## config.mk

```make
export PLATFORM = sky130hd
export DESIGN_NAME = nes_cart_bus_driver
export DESIGN_NICKNAME = d
export VERILOG_FILES = /design/src/rtl/nes_bus_pkg.sv /design/src/rtl/nes_a12_stim.sv /design/src/rtl/nes_cart_bus_driver.sv
export SDC_FILE = /design/constraint.sdc
export NUM_CORES = 1
export LEC_CHECK = 0
export CORE_MARGIN = 3
export CORE_UTILIZATION = 25
export CTS_BUF_LIST = sky130_fd_sc_hd__clkbuf_8
export DETAILED_ROUTE_END_ITERATION = 10
export GPL_ROUTABILITY_DRIVEN = 1
export PLACE_DENSITY = 0.43
export SLEW_MARGIN = 10
export SYNTH_ARGS = -nofsm -noshare
export SYNTH_HDL_FRONTEND = slang
export SYNTH_SLANG_ARGS = --single-unit
```

## constraint.sdc

```tcl
create_clock -name clk -period 4.8 [get_ports clk]
set_input_delay 1.2 -clock clk [delete_from_list [all_inputs] [get_ports clk]]
set_output_delay 1.2 -clock clk [all_outputs]
set_load 0.02 [all_outputs]
```

## src/rtl/nes_bus_pkg.sv

```systemverilog
// Shared definitions for the NES cartridge bus driver: bus-cycle states and
// fixed constants used by the bus sequencer and the A12 stimulus generator.
package nes_bus_pkg;

    typedef enum logic [2:0] {
        IDLE_LO,
        IDLE_HI,
        XFER_LO,
        XFER_HI,
        HOLD
    } bus_state_t;

    localparam int DIV_MIN = 2;
    localparam logic [15:0] IDLE_ADDR = 16'h0000;

endpackage

```

## src/rtl/nes_a12_stim.sv

```systemverilog
// PPU A12 rising-edge train generator, paced by M2 rising edges so that the
// low and high periods are whole M2 cycles.
module nes_a12_stim
    import nes_bus_pkg::*;
(
    input  logic       clk,
    input  logic       rst_n,
    input  logic       m2_rise,
    input  logic       start,
    input  logic [7:0] count,
    input  logic [3:0] low,
    output logic       a12,
    output logic       busy,
    output logic       done
);

    logic [7:0] edges_left;
    logic [4:0] low_left;
    logic [3:0] low_q;
    logic [3:0] low_eff;

    assign low_eff = (low == 4'd0) ? 4'd1 : low;

    always_ff @(posedge clk) begin
        if (!rst_n) begin
            a12        <= 1'b0;
            busy       <= 1'b0;
            done       <= 1'b0;
            edges_left <= 8'd0;
            low_left   <= 5'd0;
            low_q      <= 4'd1;
        end else begin
            done <= 1'b0;
            if (!busy) begin
                if (start) begin
                    if (count == 8'd0) begin
                        done <= 1'b1;
                    end else begin
                        busy       <= 1'b1;
                        edges_left <= count;
                        low_q      <= low_eff;
                        // One extra M2 rise absorbs the partial cycle in which start arrived.
                        low_left   <= {1'b0, low_eff} + 5'd1;
                    end
                end
            end else if (m2_rise) begin
                if (a12) begin
                    a12        <= 1'b0;
                    low_left   <= {1'b0, low_q};
                    edges_left <= edges_left - 8'd1;
                    if (edges_left == 8'd1) begin
                        busy <= 1'b0;
                        done <= 1'b1;
                    end
                end else if (low_left == 5'd1) begin
                    a12 <= 1'b1;
                end else begin
                    low_left <= low_left - 5'd1;
                end
            end
        end
    end

endmodule

```

## src/rtl/nes_cart_bus_driver.sv

```systemverilog
// Host-side NES CPU bus cycle generator for cartridge testing: M2/ROMSEL/R/W
// sequencing, PPU A12 edge trains and a sticky /IRQ monitor.
module nes_cart_bus_driver
    import nes_bus_pkg::*;
#(
    parameter int DIV         = 6,
    parameter int SYNC_STAGES = 2
)
(
    input  logic        clk,
    input  logic        rst_n,
    input  logic        host_req,
    output logic        host_ready,
    input  logic        host_rw,
    input  logic [15:0] host_addr,
    input  logic [7:0]  host_wdata,
    output logic [7:0]  host_rdata,
    output logic        host_ack,
    output logic        m2,
    output logic        romsel,
    output logic        cpu_rw,
    output logic [14:0] cpu_addr,
    output logic [7:0]  cpu_data_out,
    output logic        cpu_data_oe,
    input  logic [7:0]  cpu_data_in,
    output logic        ppu_a12,
    input  logic        a12_start,
    input  logic [7:0]  a12_count,
    input  logic [3:0]  a12_low,
    output logic        a12_busy,
    output logic        a12_done,
    input  logic        irq_n,
    output logic        irq_seen,
    input  logic        irq_clear
);

    localparam int DIV_EFF  = (DIV < DIV_MIN) ? DIV_MIN : DIV;
    localparam int SYNC_EFF = (SYNC_STAGES < 2) ? 2 : SYNC_STAGES;
    localparam int CW       = $clog2(DIV_EFF);
    localparam logic [CW-1:0] LAST = CW'(DIV_EFF - 1);
    localparam logic [CW-1:0] ONE  = CW'(1);

    bus_state_t    state, nxt_state;
    logic [CW-1:0] cnt, nxt_cnt;
    logic [15:0]   xfer_addr;
    logic          xfer_rw;
    logic [7:0]    xfer_wdata;
    logic          take, m2_rise, nxt_oe;
    logic [SYNC_EFF-1:0] irq_sync;

    always_comb begin
        nxt_state = state;
        nxt_cnt   = cnt + ONE;
        case (state)
            IDLE_LO: if (cnt == LAST) begin nxt_state = IDLE_HI; nxt_cnt = '0; end
            IDLE_HI: if (cnt == LAST) begin nxt_state = host_req ? XFER_LO : IDLE_LO; nxt_cnt = '0; end
            XFER_LO: if (cnt == LAST) begin nxt_state = XFER_HI; nxt_cnt = '0; end
            XFER_HI: if (cnt == LAST) begin nxt_state = HOLD; nxt_cnt = '0; end
            // HOLD is the first LOW clock of the following cycle.
            HOLD:    begin nxt_state = IDLE_LO; nxt_cnt = ONE; end
            default: begin nxt_state = IDLE_LO; nxt_cnt = '0; end
        endcase
    end

    assign take    = (state == IDLE_HI) && (cnt == LAST) && host_req;
    assign m2_rise = ((state == IDLE_LO) || (state == XFER_LO)) && (cnt == LAST);
    assign nxt_oe  = !xfer_rw && (((nxt_state == XFER_LO) && (nxt_cnt != '0)) ||
                                  (nxt_state == XFER_HI) || (nxt_state == HOLD));

    always_ff @(posedge clk) begin
        if (!rst_n) begin
            state        <= IDLE_LO;
            cnt          <= '0;
            m2           <= 1'b0;
            romsel       <= 1'b1;
            cpu_rw       <= 1'b1;
            cpu_addr     <= IDLE_ADDR[14:0];
            cpu_data_out <= 8'h00;
            cpu_data_oe  <= 1'b0;
            host_ack     <= 1'b0;
            host_rdata   <= 8'h00;
            host_ready   <= 1'b0;
            xfer_addr    <= IDLE_ADDR;
            xfer_rw      <= 1'b1;
            xfer_wdata   <= 8'h00;
        end else begin
            state        <= nxt_state;
            cnt          <= nxt_cnt;
            m2           <= (nxt_state == IDLE_HI) || (nxt_state == XFER_HI);
            romsel       <= !((nxt_state == XFER_HI) && xfer_addr[15]);
            host_ready   <= (nxt_state == IDLE_LO) && (nxt_cnt == LAST);
            host_ack     <= (state == XFER_HI) && (nxt_state == HOLD);
            cpu_data_oe  <= nxt_oe;
            cpu_data_out <= nxt_oe ? xfer_wdata : 8'h00;
            if ((state == XFER_HI) && (nxt_state == HOLD) && xfer_rw)
                host_rdata <= cpu_data_in;
            if (take) begin
                xfer_addr  <= host_addr;
                xfer_rw    <= host_rw;
                xfer_wdata <= host_wdata;
                cpu_addr   <= host_addr[14:0];
                cpu_rw     <= host_rw;
            end else if ((nxt_state == IDLE_LO) || (nxt_state == IDLE_HI)) begin
                cpu_addr   <= IDLE_ADDR[14:0];
                cpu_rw     <= 1'b1;
            end
        end
    end

    // /IRQ is asynchronous to clk; a held-low line keeps the flag set over a clear.
    always_ff @(posedge clk) begin
        if (!rst_n) begin
            irq_sync <= '1;
            irq_seen <= 1'b0;
        end else begin
            irq_sync <= {irq_sync[SYNC_EFF-2:0], irq_n};
            if (!irq_sync[SYNC_EFF-1])
                irq_seen <= 1'b1;
            else if (irq_clear)
                irq_seen <= 1'b0;
        end
    end

    nes_a12_stim u_a12 (
        .clk     (clk),
        .rst_n   (rst_n),
        .m2_rise (m2_rise),
        .start   (a12_start),
        .count   (a12_count),
        .low     (a12_low),
        .a12     (ppu_a12),
        .busy    (a12_busy),
        .done    (a12_done)
    );

endmodule
```

==> summary.md <==
| Metric | Value |
|---|---|
| Hpwl dp | `between 6000 and 7000 µm` |
| CTS H-tree lvls | `3` |
| Die ar. | `about 0.014 mm²` |
| CTS tree | `built` |
| Port buffer count | `91` |
| GRT Overall Usage | `a little over an eighth` |
| Clk root buf | `clkbuf_8` |
| Routed WL | `slightly below 9000 µm` |
| Largest net degree at the start of global routing | `32` |
| Avg Cell Area, Syn | `about 9.3 µm²` |
| Max-Cap Viols | `0` |
| Final worst clock skew | `between 8 and 9 ps` |
| Commonest cells after routing, fill and taps aside | `91 x clkdlybuf4s50_1, 76 x dfxtp_1, 45 x nor2_1` |
| Post-CTS Hold Fix Bufs | `0` |
| Vias per inst | `roughly 4.6` |
| Setup TNS | `0 ps` |
| Post-Synthesis Net Count | `just over 400` |
| Die Width | `roughly 120 µm` |
| Antenna cell count | `0` |
| Chip Height | `approximately 120 µm` |
| Largest area contributor in the netlist | `dfxtp_1` |
| Critical path class | `primary input to register` |
| Rows | `40` |
| Fillers | `~1.3k` |
| Status | `completed` |
| Sequential-to-total area share from yosys stat | `47.0%` |
| PD cells | `292 mW/mm²` |
| Post-DP Area | `about 0.0043 mm²` |
| Post-layout util | `between 30% and 40%` |
| Syn-to-layout area delta | `38.0%` |
| Post-synth EDFFs | `0` |
| Gpl congestion | `0.819` |
| FMAX | `around 320 MHz` |
| Pre-CTS setup slack | `between 1000 and 1500 ps` |
| Synthesized flop and latch total | `76` |
| Total chip power | `between 1000 and 1500 µW` |
| Leakage | `between 0.0015 and 0.002 µW` |
| First-pass GRT wire length | `between 10,000 and 15,000 µm` |
| IR drop worst, VDD | `between 0.1 and 0.15 mV` |
| Total CTS buffers | `9` |
| Startpoint Class | `primary input` |
| Total grt overflow | `0` |
| Final slew viol count | `0` |
| Post-Synthesis Cells | `around 350` |
| Post-synthesis cell type count | `62` |
| Final Hold Vio Count | `0` |
| Initial antenna violation count | `0` |
| Post-Syn Area | `between 0.003 and 0.004 mm²` |
| Crit end category | `register` |
| Via Count | `2,799` |
| Synth top area share | `47.0%` |
| Critical Path AT | `3370 ps` |
| DRT antenna net count | `0` |
| Postcts setup bufs | `0` |
| Core area | `roughly 0.012 mm²` |
| CTS resizes | `0` |
| Fin crit share | `between 60 and 70%` |
| DRC errors left | `0` |
| # nets final | `487` |
| Synth Flop Type | `dfxtp_1` |
| Yosys Warn Count | `0` |
| Data required time of the critical path | `5090 ps` |
| Worst relative slew slack | `approximately a quarter` |
| DRT iter0 DRCs | `195` |
| Initial Util | `a little over a quarter` |
| Top cells by area, synth | `dfxtp_1 47%, nor2_1 5.2%, mux2i_1 4.9%` |
| WL/cell | `about 15 µm` |
| CTS clk-pin slew, worst paths | `~80 ps` |
| Fin area | `between 0.004 and 0.005 mm²` |
| Clock tree buffer depth | `2` |
| Clock sinks | `between 70 and 80` |
| Min-Delay Path Class | `register to register` |
| Layout cells sized above 1 | `under 10%` |
| Fin worst setup slack | `between 1500 and 2000 ps` |
| Worst-path maximum fanout | `23` |
| Post-synth ARST share | `0%` |
| RSZ-0062 raised after global routing | `no` |
| Most common cell after layout, fill and taps aside | `clkdlybuf4s50_1` |
| Worst skew pair latency | `between 300 and 400 ps` |
| DR pass1 iterations | `4` |
| Tmin final | `3090 ps` |
| Worst-Margin Slew | `around 1100 ps` |
| Final setup fails | `0` |
| I/O pin count | `~90` |
| Vias in the first global route | `a little under 3k` |
worst paths after layout:
| check | start | endpoint | slack [ps] | cells after the start |
|---|---|---|---|---|
| setup / recovery | a12_count[6] | u_a12.low_left[2] | 1710 | 5 |
| hold / removal | irq_sync[1] | irq_seen | 410 | 1 |
| setup reg to reg | cnt[0] | u_a12.edges_left[6] | 2550 | 4 |
| hold reg to reg | irq_sync[1] | irq_seen | 410 | 1 |
critical path, stage by stage:
cell	delay [ps]
clkdlybuf4s50_1	440
or4_4	580
o211ai_4	630
a21o_1	310
mux2i_1	200
cells by family (layout without fill, tap and decap cells):
kind of cell / after synthesis / in the layout / synth area share, %
AND/OR/NAND/NOR: 136 / 136 / 22.4
XOR/XNOR: 4 / 4 / 1.08
buffers and inverters: 34 / 122 / 4.75
AO/OA/AOI/OAI: 77 / 77 / 17.9
multiplexers: 16 / 16 / 4.95
flip-flops: 76 / 76 / 47.0
adder cells (fa/ha/maj): 5 / 5 / 1.93
metal layers:
layer	part of all wire, %	GRT usage [%]	up-vias
met3	6.9	5.61	12
met1	47	15.9	1302
met5	0	0	-
met2	45	20.6	84
li1	-	-	1401
met4	1.6	4.37	0
state kept, by name (all words and copies together) (netlist names):
name and flops:
state 3, u_a12.edges_left 8, irq_seen 1, xfer_rw 1, cpu_data_oe 1, xfer_wdata 8, host_ack 1, romsel 1
u_a12.done 1, host_rdata 8, m2 1, host_ready 1, u_a12.low_left 5, cpu_addr 15, u_a12.busy 1, irq_sync 2
cpu_rw 1, cnt 3, u_a12.a12 1, u_a12.low_q 4, cpu_data_out 8, xfer_addr 1
through the flow:
stage          hold slack, ps  std cells
6_report                  409        604
2_1_floorplan             385        348
4_1_cts                   409        604
3_3_place_gp              396        588
3_5_place_dp              396        588
5_1_grt                   440        604
area by class of cell:
class                   count  area (µm²)  area share, %
multi-input cells         238        1560           35.0
inverters                  10        37.5          0.840
repair buffers             96         948           21.2
clock inverters             4        23.8          0.532
well taps                 168         210           4.70
clock buffers              12         165           3.70
flip-flops and latches     76        1520           34.0
Yosys cell counts (2+ instances only):
| library cell | count |
|---|---|
| o32ai_1 | 4 |
| o21ai_0 | 6 |
| nor2_1 | 45 |
| or4_4 | 3 |
| nand3_1 | 5 |
| buf_2 | 6 |
| xnor2_1 | 3 |
| a2bb2oi_1 | 2 |
| buf_4 | 3 |
| nor2b_1 | 6 |
| and4b_1 | 2 |
| o211ai_1 | 5 |
| dfxtp_1 | 76 |
| ha_1 | 5 |
| nand4_1 | 2 |
| a21oi_1 | 18 |
| a22oi_1 | 16 |
| nor3_1 | 4 |
| o2bb2ai_1 | 2 |
| nand2b_1 | 7 |
| clkbuf_1 | 14 |
| and2_1 | 8 |
| and3_1 | 4 |
| a32oi_1 | 2 |
| nor4_1 | 3 |
| a21o_1 | 3 |
| nand2_1 | 33 |
| a41oi_1 | 2 |
| inv_1 | 10 |
| mux2i_1 | 16 |
| a211oi_2 | 2 |
power breakdown:
part           internal (µW)  leakage [µW]  switching [µW]
logic                   90.4      0.000899            77.4
clock network            228     0.0000958             244
registers                646      0.000617            17.9
total                    964       0.00161             339
Power figures use the tool's default switching activity.
